## src/rtl/intr_ctrl.sv

```systemverilog
// Vectored interrupt controller: eight rising-edge sources, IMASK/IPEND/ISTAT registers,
// fixed priority (bit 0 highest) and a non-nesting REQ/SERVICE handshake with the CPU.
module intr_ctrl #(
    parameter logic [15:0] IO_BASE   = 16'h0040,
    parameter logic [15:0] VECT_BASE = 16'h0002,
    parameter logic [15:0] VECT_STEP = 16'h0002
) (
    input  logic        clock,
    input  logic        reset,
    input  logic [7:0]  irq,
    input  logic [15:0] address,
    input  logic [7:0]  wb,
    input  logic        w,
    output logic [7:0]  dout,
    input  logic        sreg_i,
    output logic        intr_req,
    output logic [15:0] intr_vect,
    input  logic        intr_ack,
    input  logic        reti
);

    localparam logic [1:0] IDLE    = 2'd0;
    localparam logic [1:0] REQ     = 2'd1;
    localparam logic [1:0] SERVICE = 2'd2;

    localparam logic [15:0] ADDR_IMASK = IO_BASE;
    localparam logic [15:0] ADDR_IPEND = IO_BASE + 16'd1;
    localparam logic [15:0] ADDR_ISTAT = IO_BASE + 16'd2;

    logic [7:0]  irq_d;
    logic        armed;
    logic [7:0]  imask;
    logic [7:0]  ipend;
    logic [1:0]  state;
    logic [2:0]  id;

    logic [7:0]  irq_edge;
    logic [7:0]  pend_clr;
    logic [7:0]  candidate;
    logic [2:0]  win_idx;
    logic        withdraw;
    logic [1:0]  state_nxt;
    logic [2:0]  id_nxt;
    logic [15:0] vect_calc;
    logic [7:0]  istat;

    // armed stays low for the first cycle after reset so a line already high is not an edge.
    assign irq_edge  = armed ? (irq & ~irq_d) : 8'h00;
    assign candidate = ipend & imask;
    assign withdraw  = !ipend[id] || !imask[id] || !sreg_i;
    assign istat     = {state, 3'b000, id};
    assign vect_calc = VECT_BASE + VECT_STEP * {13'd0, id_nxt};

    // NOTE: every signal gets a default before the conditional updates, so no latches are inferred.
    always_comb begin
        pend_clr = 8'h00;
        if (w && address == ADDR_IPEND)
            pend_clr = wb;
        if (state == REQ && intr_ack)
            pend_clr[id] = 1'b1;
    end

    // Scan downwards so the lowest set index is the last to be assigned.
    always_comb begin
        win_idx = 3'd0;
        for (int i = 7; i >= 0; i--) begin
            if (candidate[i])
                win_idx = 3'(i);
        end
    end

    always_comb begin
        state_nxt = state;
        id_nxt    = id;
        case (state)
            IDLE: begin
                if (sreg_i && |candidate) begin
                    state_nxt = REQ;
                    id_nxt    = win_idx;
                end
            end
            REQ: begin
                if (intr_ack)
                    state_nxt = SERVICE;
                else if (withdraw)
                    state_nxt = IDLE;
            end
            SERVICE: begin
                if (reti)
                    state_nxt = IDLE;
            end
            default: state_nxt = IDLE;
        endcase
    end

    // NOTE: sequential state uses non-blocking assignments so every register samples pre-edge values.
    always_ff @(posedge clock or posedge reset) begin
        if (reset) begin
            irq_d <= 8'h00;
            armed <= 1'b0;
            imask <= 8'h00;
            ipend <= 8'h00;
        end else begin
            irq_d <= irq;
            armed <= 1'b1;
            if (w && address == ADDR_IMASK)
                imask <= wb;
            // A new edge is OR-ed in after the clear, so the set wins a same-cycle collision.
            ipend <= (ipend & ~pend_clr) | irq_edge;
        end
    end

    always_ff @(posedge clock or posedge reset) begin
        if (reset) begin
            state     <= IDLE;
            id        <= 3'd0;
            intr_req  <= 1'b0;
            intr_vect <= 16'h0000;
        end else begin
            state     <= state_nxt;
            id        <= id_nxt;
            intr_req  <= (state_nxt == REQ);
            intr_vect <= (state_nxt == REQ) ? vect_calc : 16'h0000;
        end
    end

    always_ff @(posedge clock or posedge reset) begin
        if (reset) begin
            dout <= 8'h00;
        end else begin
            case (address)
                ADDR_IMASK: dout <= imask;
                ADDR_IPEND: dout <= ipend;
                ADDR_ISTAT: dout <= istat;
                default:    dout <= 8'h00;
            endcase
        end
    end

endmodule

```

## config.mk

```make
export PLATFORM = sky130hd
export DESIGN_NAME = intr_ctrl
export DESIGN_NICKNAME = d
export VERILOG_FILES = /design/src/rtl/intr_ctrl.sv
export SDC_FILE = /design/constraint.sdc
export NUM_CORES = 1
export LEC_CHECK = 0
export CAP_MARGIN = 10
export CORE_MARGIN = 1.5
export CORE_UTILIZATION = 42
export DETAILED_ROUTE_END_ITERATION = 10
export HOLD_SLACK_MARGIN = 0.06
export PLACE_DENSITY = 0.76
export SLEW_MARGIN = 20
export SYNTH_ARGS = -nofsm -noshare
export SYNTH_HDL_FRONTEND = slang
export SYNTH_SLANG_ARGS = --single-unit
```

## constraint.sdc

```tcl
create_clock -name clock -period 2.05 [get_ports clock]
set_input_delay 0.41 -clock clock [delete_from_list [all_inputs] [get_ports clock]]
set_output_delay 0.41 -clock clock [all_outputs]
set_load 0.005 [all_outputs]
```

==> impl_metrics.yaml <==
finish:
  stdcell_count: 318
  fin_nets: 289
  drive_above_1_share_pct: 23.90
  area_delta_synth_final_pct: 38.06
  final_common_cell: "clkdlybuf4s50_1"
  final_cell_mix: "clkdlybuf4s50_1 (49), dfrtp_1 (43), buf_4 (19)"
  n_antenna_cell: 0
power:
  vdd_drop_max_mv: 0.4446
  power.density_nw_per_um2: 534.3
  leakagePower_nw: 1.302
  fin_total_pwr_mw: 1.530
drt:
  initialDrtViolationCount: 167
  drc: 0
  wire_per_inst_microns: 14.32
  drt_first_pass_iters: 6
  drt_wl_total_microns: 4553
  postRouteAntennaNets: 0
  viasPerCell: 5.349
  vias: 1701
synth:
  ys_types: 43
  synth_edf_count: 0
  synthFlopType: "dfrtp_1"
  synthCells: 179
  syn_area_sq_um: 2074
  yosys_warnings: 0
  synth-async-reset-ratio_pct: 100.0
  avgSynthCellArea_sq_um: 11.59
  synth.ff_latch_count: 43
  yosysSeqAreaShare_pct: 51.87
global_route:
  gr-usage-met2_pct: 31.62
  gr-total-overflow: 0
  grt.busiest_layer: "met2"
  grt_usage_pct: 19.13
  grt_max_degree: 44
  antenna_found_initial: 0
  use_met1_pct: 24.49
  grt.met3_usage_pct: 5.075
  grt_pass1_wl_microns: 7783
  grt_pass1_vias: 1675
critical_path:
  endpoint_kind: "register"
  worstPathCellList: "clkdlybuf4s50_1 -> nor4bb_1 -> o21ai_0 -> nor4_1 -> nor2_1 -> and4b_1"
  critPathSlowestCell: "clkdlybuf4s50_1"
  path_class: "primary input to register"
  required_ps: 2280
  crit_fanout: 4
  startpoint_type: "primary input"
  crit_family: "simple AND/OR/NAND/NOR gates"
  worstPathBufferInverterCount: 1
  arrival_ps: 2170
  cpPeakStageDelay_ps: 430
cts:
  root_buffer: "clkbuf_8"
  worstSkewPairLatency_ps: 290
  cts_buffer_depth: 2
  clkTransAtPathRegs_ps: 80
  hold_buffers: 0
  cts_inserted_buffers: 5
  cts_num_sinks: 43
  cts_tree: "yes"
  h-tree-depth: 2
floorplanning:
  io_pins: 63
  floorplan.initialDensity_pct: 43.63
  die_h_microns: 73.28
  core_sq_um: 4755
  fp.dieW_microns: 73.28
  rows: 25
  dieArea_sq_um: 5370
timing:
  fmax_mhz: 517.2
  setup_viol: 0
  hold_violations: 0
  fin_crit_ps: 1933
  setup_slack_ps: 116.7
  rsz0062_at_grt: "no"
  relSlewSlack_pct: 64.69
  period_share_pct: 94.31
  skew_ps: 4.837
  worstMarginPinSlew_ps: 529.6
  drv_slew: 0
place:
  io_buffer_count: 50
  place_ws_ps: -406.0
  dp_hpwl_microns: 3337
  gp_congestion: 0.8768
  dp_cells: 309
run:
  max-cap-violations: 0
run_status:
  outcome: "finished, final reports clean"
worst_hold_path:
  min_path_type: "register to register"
## per-stage QoR
step / utilization, % / area (sq um) / setup TNS [ps] / hold WS, ps
after detailed placement: 57.37 / 2728 / -6123 / 430.6
after floorplan: - / 2116 / 0 / 410.3
after global routing: 60.24 / 2864 / 0 / 491.5
after global placement: 57.37 / 2728 / -5645 / 425.0
final: 60.24 / 2864 / 0 / 439.2
after CTS: 59.61 / 2834 / 0 / 443.3
## cell usage after synthesis (2+ instances only)
| library cell | number | area share (%) |
|---|---|---|
| a22oi_1 | 5 | 1.8 |
| conb_1 | 2 | 0.36 |
| dfrtp_1 | 43 | 52 |
| o22ai_1 | 2 | 0.60 |
| o31ai_1 | 2 | 0.72 |
| buf_2 | 2 | 0.48 |
| inv_1 | 17 | 3.1 |
| mux2_2 | 12 | 6.5 |
| nand2b_1 | 3 | 0.90 |
| mux4_2 | 2 | 2.2 |
| nand2_1 | 7 | 1.3 |
| a31o_2 | 7 | 3.0 |
| a21oi_1 | 10 | 2.4 |
| a222oi_1 | 5 | 2.4 |
| nor2_1 | 7 | 1.3 |
| buf_4 | 12 | 4.3 |
| nor4_1 | 3 | 0.90 |
| a22o_1 | 3 | 1.3 |
| a32o_1 | 3 | 1.4 |
| o21ai_0 | 8 | 1.9 |
| nor2b_1 | 2 | 0.60 |
## cell families (layout without fill, tap and decap cells)
group / after synthesis / count (layout) / synth area share, %
mux: 15 / 15 / 9.168
compound gates: 48 / 48 / 16.65
fa+ha+maj: 1 / 1 / 0.6030
flops: 43 / 43 / 51.87
simple gates: 36 / 36 / 12.67
buf+inv: 33 / 94 / 8.263
xor+xnor: 1 / 1 / 0.4223
other cells: 2 / 13 / 0.3620
## sequential cells by signal (all words and copies together) (netlist names)
signal / count
imask: 8
dout: 8
ipend: 8
state: 2
id: 3
intr_vect: 4
intr_req: 1
armed: 1
irq_d: 8
## layout make-up
type	instances	area [sq um]
flip-flops and latches	43	1076
clock inverters	2	12.51
repair buffers	69	645.6
fillers	424	1891
clock buffers	6	72.57
inverters	17	63.81
multi-input cells	114	909.6
well taps	67	83.83
## per-layer routing
metal	vias up	part of all wire, %
li1	772	-
met1	833	41
met2	90	50
met3	6	7.9
met4	0	1.0
met5	-	0
## what timing repair did
action,in CTS,in global routing
endpoints found under the setup margin,3,20
resized for setup,4,5
buffers inserted,0,1
pin swaps,0,2
## where the power goes
| part | internal, mW | total, mW | switching (mW) | leakage [nW] |
|---|---|---|---|---|
| clock network | 0.238 | 0.521 | 0.283 | 0.0412 |
| logic | 0.0823 | 0.140 | 0.0575 | 0.725 |
| registers | 0.859 | 0.869 | 0.0105 | 0.536 |
## final timing paths
check / to / cells after the start / from / slack, ps
worst max-delay path: intr_vect[4]$_DFF_PP0_ / 6 / intr_ack / 120
worst min-delay path: ipend[6]$_DFF_PP0_ / 1 / irq_d[6]$_DFF_PP0_ / 440
worst max register to register: intr_vect[4]$_DFF_PP0_ / 6 / state[1]$_DFF_PP0_ / 120
worst min register to register: ipend[6]$_DFF_PP0_ / 1 / irq_d[6]$_DFF_PP0_ / 440
max in group asynchronous: imask[7]$_DFFE_PP0P_ / 3 / reset / 1130
min in group asynchronous: dout[7]$_DFF_PP0_ / 3 / reset / 540
No activity file was read; power rests on OpenSTA's default activity.
